<file path="src/rtl/resp_fifo.sv">
// Expectation FIFO for the response checker.
//   clk, rst_n : clock and synchronous active-low reset (clears pointers)
//   push, push_data : write request (ignored while full)
//   pop, pop_data   : read request (ignored while empty), head-of-queue data
//   full, empty     : status, derived from the registered pointers only
// DEPTH must be a power of two, 2 or more.
module resp_fifo #(
  parameter int DW    = 9,
  parameter int DEPTH = 4
) (
  input  logic          clk,
  input  logic          rst_n,
  input  logic          push,
  input  logic [DW-1:0] push_data,
  input  logic          pop,
  output logic [DW-1:0] pop_data,
  output logic          full,
  output logic          empty
);

  localparam int AW = $clog2(DEPTH);

  // One extra pointer bit distinguishes full from empty when the indices match.
  logic [AW:0]   wr_ptr_q, wr_ptr_d;
  logic [AW:0]   rd_ptr_q, rd_ptr_d;
  logic [DW-1:0] mem_q [DEPTH];
  logic          do_push;
  logic          do_pop;

  assign full     = (wr_ptr_q[AW] != rd_ptr_q[AW]) && (wr_ptr_q[AW-1:0] == rd_ptr_q[AW-1:0]);
  assign empty    = (wr_ptr_q == rd_ptr_q);
  assign do_push  = push && !full;
  assign do_pop   = pop && !empty;
  assign pop_data = mem_q[rd_ptr_q[AW-1:0]];

  // Next-state pointers; they wrap naturally through the extra MSB.
  always_comb begin
    wr_ptr_d = wr_ptr_q;
    rd_ptr_d = rd_ptr_q;
    if (do_push) begin
      wr_ptr_d = wr_ptr_q + (AW+1)'(1);
    end else begin
      wr_ptr_d = wr_ptr_q;
    end
    if (do_pop) begin
      rd_ptr_d = rd_ptr_q + (AW+1)'(1);
    end else begin
      rd_ptr_d = rd_ptr_q;
    end
  end

  // Pointer registers.
  always_ff @(posedge clk) begin
    if (!rst_n) begin
      wr_ptr_q <= {(AW+1){1'b0}};
      rd_ptr_q <= {(AW+1){1'b0}};
    end else begin
      wr_ptr_q <= wr_ptr_d;
      rd_ptr_q <= rd_ptr_d;
    end
  end

  // Storage array; contents need no reset because the pointers gate visibility.
  always_ff @(posedge clk) begin
    if (do_push) begin
      mem_q[wr_ptr_q[AW-1:0]] <= push_data;
    end
  end

endmodule

</file>
<file path="config.mk">
export PLATFORM = sky130hd
export DESIGN_NAME = resp_fifo
export DESIGN_NICKNAME = d
export VERILOG_FILES = /design/src/rtl/resp_fifo.sv
export SDC_FILE = /design/constraint.sdc
export NUM_CORES = 1
export LEC_CHECK = 0
export CAP_MARGIN = 0
export CORE_AREA = 2 2 77 79
export DETAILED_ROUTE_END_ITERATION = 16
export DIE_AREA = 0 0 79 81
export PLACE_DENSITY = 0.65
export SLEW_MARGIN = 20
export SYNTH_ARGS = -nofsm -noshare
export SYNTH_HDL_FRONTEND = slang
export SYNTH_SLANG_ARGS = --single-unit
</file>
<file path="constraint.sdc">
create_clock -name clk -period 2.3 [get_ports clk]
set_input_delay 0.345 -clock clk [delete_from_list [all_inputs] [get_ports clk]]
set_output_delay 0.345 -clock clk [all_outputs]
set_load 0.01 [all_outputs]
</file>
* Word level (Yosys, flattened, before mapping)
Memory sizes are Yosys's and may differ from the RTL's. A register that Yosys moved wholly into a read port is not among the register bits.
Cells that the tools add are included.
** Storage, ports and cells
- Bits in registers :: 6
- Bits in writable memories :: 36
- Input port bits :: 13
- Memories kept :: 1
** Memory list
- mem_q :: words 4, bits a word 9, read ports 1, clocked after memory_dff 1, write ports 1, line 26 : logic [DW-1:0] mem_q [DEPTH];
** Cells by class
- $add $sub $neg :: 2
- Equality and inequality tests :: 3
- Muxes and demuxes :: 4
- Reductions and logical operators :: 5
** Operators by type and width (count)
- 3-bit by 1-bit adder with 3-bit output, second input constant :: 2
- 2-bit two-way mux :: 2
- 3-bit equality test :: 1
- 1-bit logical AND :: 3
- 2-bit equality test :: 1
- 1-bit zero test :: 2
- 1-bit two-way mux :: 2
- 1-bit inequality test :: 1

* Longest topological paths before layout
- Depth in word-level cells :: 6
- Gate-level depth with buffers :: 5
- Mapped depth without buffers :: 4

* Least setup slack after synthesis
Ideal clock, no wire load.
- Path kind :: flip-flop to flip-flop
- Start point :: register wr_ptr_q[0]
- End point :: memory mem_q[3][0] (enable)
- Arrival :: 1399 ps
- Data required time :: 1926 ps
- Slack :: 527 ps
- Cell stages (with the launch flop) :: 4
- Period minus slack after synthesis :: 1773 ps
- Cell sequence :: dfxtp_1 xor2_1 nor3_1 nor2_1
** Between the ends
- Longest elaborated chain between the ends :: 6
** Ends and longest elaborated chain
- from (decl) :: line 24 : logic [AW:0] wr_ptr_q, wr_ptr_d;
- from (signal assigned) :: line 55 : wr_ptr_q <= {(AW+1){1'b0}};
- from (signal assigned) :: line 58 : wr_ptr_q <= wr_ptr_d;
- 2-bit equality test :: line 30 : assign full = (wr_ptr_q[AW] != rd_ptr_q[AW]) && (wr_ptr_q[AW-1:0] == rd_ptr_q[AW-1:0]);
- 1-bit logical AND :: line 30
- via full :: line 17 : output logic full,
- 1-bit zero test :: line 32 : assign do_push = push && !full;
- 1-bit logical AND :: line 32
- 1-bit two-way mux :: line 65 : if (do_push) begin
- 1-bit two-way mux (implied by the code) :: line 66 : mem_q[wr_ptr_q[AW-1:0]] <= push_data;
- to (decl) :: line 26
The timed path passes the listed nets, and every way through them passes these cells.

* Worst setup path in the final report
- Start point :: register rd_ptr_q[0]
- End point :: output full
** Between the ends
- Longest elaborated chain between the ends :: 2
** Ends and longest elaborated chain
- from (decl) :: line 25 : logic [AW:0] rd_ptr_q, rd_ptr_d;
- from (signal assigned) :: line 56 : rd_ptr_q <= {(AW+1){1'b0}};
- from (signal assigned) :: line 59 : rd_ptr_q <= rd_ptr_d;
- 2-bit equality test :: line 30
- 1-bit logical AND :: line 30
- to (decl) :: line 17
No other way between the ends.

==> key figures <==
CTS
  – CTS tree: done
  – # resized after CTS: 0
  – Post-CTS setup buffer count: 0
  – # clock sinks: between 40 and 50
  – Clock root cell: clkbuf_8
  – Clock buffer depth: 2
  – Reg clk slew, reported paths: ~80 ps
  – CTS buffer count: 5
  – Hold Buf Count CTS: 0
  – H-tree depth: 2
  – Clk_lat worst skew: between 200 and 300 ps

Placement
  – HPWL after DPL: 2330 um
  – IO buf count: 23
  – RD Place Congestion: between 0.8 and 0.9

Floorplan
  – Initial Util: 0.329
  – I/O Pins: 24
  – Number of cell rows: 28
  – Die H: 81 um
  – Core area: about 5700 um^2
  – Die Area: about 6400 um^2
  – Die X: ~79 um

Routing
  – Detailed Route Iter0 Violations: between 70 and 80
  – ANT nets after route: 0
  – Final WL: 3360 um
  – Vias after detailed routing: 1086
  – DRT Pass-1 Iters: 4
  – Wire per inst: roughly 15 um
  – Routed vias/inst: 4.94
  – DRC viols: 0

Setup path
  – Worst path required time: 1960 ps
  – Critical Path Start Type: flip-flop
  – WP buf/inv: 1
  – Slowest-stage cell, CP: clkdlybuf4s50_1
  – Worst-path cell chain: xor2_2, nor3_1, clkdlybuf4s50_1
  – Crit path max fanout: 7
  – Arr. time, crit path: 1840 ps
  – Reg2reg setup slack: ~510 ps
  – Critical Path Sink Type: output port
  – CP top delay family: buffers and inverters
  – Crit Path Class: flip-flop to output port
  – CP max stage delay: 590 ps

Synth
  – Synth area leaders: edfxtp_1 (58%), mux4_2 (11%), dfxtp_1 (8.6%)
  – Number of synthesis warnings: 0
  – EDFF count, synth: 36
  – #FFs+latches synth: 44
  – Synth top cells by count: edfxtp_1 (36), mux4_2 (9), dfxtp_1 (8), ha_1 (5), inv_1 (5)
  – Avg Inst Size Synth: between 15 and 20 um^2
  – Ys async rst share: 0
  – Seq/Total Area, Yosys: 0.665
  – Ys flop type: edfxtp_1
  – Top-area cell type share of the netlist area: 0.579
  – Synth Cell Area: 1870 um^2
  – Synth cell types: 28
  – Most common cell in the netlist: edfxtp_1
  – Mapped Cells: around 120
  – Syn nets: ~130
  – Largest area contributor in the netlist: edfxtp_1

Pwr
  – Total chip power: 0.00257 W
  – Leakage power: about 0.8 nW
  – Power Density: roughly 1100 nW/um^2
  – Maximum vdd drop: between 0.6 and 0.7 mV

Timing
  – Finish-stage setup viols: 0
  – Clock Skew: roughly 4.6 ps
  – Setup TNS: 0 ps
  – Worst hold slack: 573 ps
  – Minimum clock period: roughly 2200 ps
  – Count of final max-slew check failures: 0
  – Max Clk Rate: ~460 MHz
  – Endpoints failing hold: 0
  – Slew @ Worst Pin: 594 ps
  – Max-Slew Margin vs Limit: 0.601
  – RSZ-0062 raised after global routing: no
  – Fin crit share: 0.949

Global routing
  – Global-route wire length before repair: 5450 um
  – Pin count of the biggest net entering global routing: 14
  – GRT Max-Usage Layer: met2
  – Global-route met3 utilization: 0.0311
  – Vias in the first global route: between 1000 and 1500
  – Met1 Use GR: 0.139
  – Met2 GRT Util: 0.199
  – Total track usage: 0.115
  – Antenna violations before repair: 0
  – Grt ovf: 0

Layout
  – Final core utilization: 0.411
  – Register area: ~1200 um^2
  – Nets@finish: roughly 160
  – Ratio of cells with drive above 1 in the final layout: 0.159
  – Diodes inserted: 0
  – Layout overhead on the synthesized area: 24.9%
  – Fill cells: between 500 and 600
  – Multi-input logic area: 587 um^2

Outcome
  – Status: complete, no violations

Job
  – Max_cap viols: 0

Hold path
  – Worst hold path class: flip-flop to flip-flop
==> stage by stage <==
stage | setup slack (ps) | area (um^2) | cells
final | 117 | 2330 | 220
after CTS | 75.1 | 2320 | 220
after detailed placement | 297 | 2190 | 213
after global routing | 15.1 | 2330 | 220
after floorplan | 527 | 1870 | 115
after global placement | 345 | 2190 | 213
==> cell families (layout without fill, tap and decap cells) <==
kind of cell    Yosys count  count (layout)  synth area share
fa+ha+maj                 5               5            0.0335
flops                    44              44             0.665
buf+inv                   9              39            0.0248
simple gates             24              24            0.0724
compound gates           18              18            0.0677
xor+xnor                  6               6            0.0282
mux                       9               9             0.109
==> registers in the layout, summed over array words and instances (netlist names), named ones only <==
signal and cells:
wr_ptr_q 3, rd_ptr_q 3, mem_q 36
==> path summary, 6_finish.rpt <==
path	to	depth (start not counted)	start
worst max-delay path	full	3	rd_ptr_q[0]
worst min-delay path	wr_ptr_q[2]	2	wr_ptr_q[2]
worst max register to register	mem_q[0][2]	3	rd_ptr_q[0]
worst min register to register	wr_ptr_q[2]	2	wr_ptr_q[2]
==> power by group <==
part           switching [W]  total (W)  internal [W]
logic               0.000383   0.000794      0.000411
registers          0.0000969    0.00111       0.00101
clock network       0.000238   0.000666      0.000427
total               0.000718    0.00257       0.00185
==> tightest hold or removal path, delay by kind of cell, from the launching register on <==
| family | cells | cell delay (ps) |
|---|---|---|
| DFF | 1 | 370 |
| AOI/OAI and AO/OA | 1 | 80 |
| and+or+nand+nor | 1 | 80 |
==> cell type report <==
| type | instances | area share |
|---|---|---|
| Tap cell | 75 | 0.0402 |
| Sequential cell | 44 | 0.533 |
| Clock inverter | 2 | 0.0258 |
| Inverter | 5 | 0.00805 |
| Timing Repair Buffer | 27 | 0.112 |
| Clock buffer | 5 | 0.0295 |
| Multi-Input combinational cell | 62 | 0.252 |
==> cell usage in the layout (no fill, tap or decap), types with 5 or more instances in the layout <==
cell type,n
clkdlybuf4s50_1,23
edfxtp_1,36
clkbuf_8,5
ha_1,5
inv_1,5
mux4_2,9
dfxtp_1,6
==> routing by layer <==
layer / wire length (um) / up-vias
met3: 181 / 2
met2: 1710 / 30
met4: 20 / 0
met1: 1450 / 543
met5: 0 / -
li1: - / 511
No activity file was read; power rests on OpenSTA's default activity.
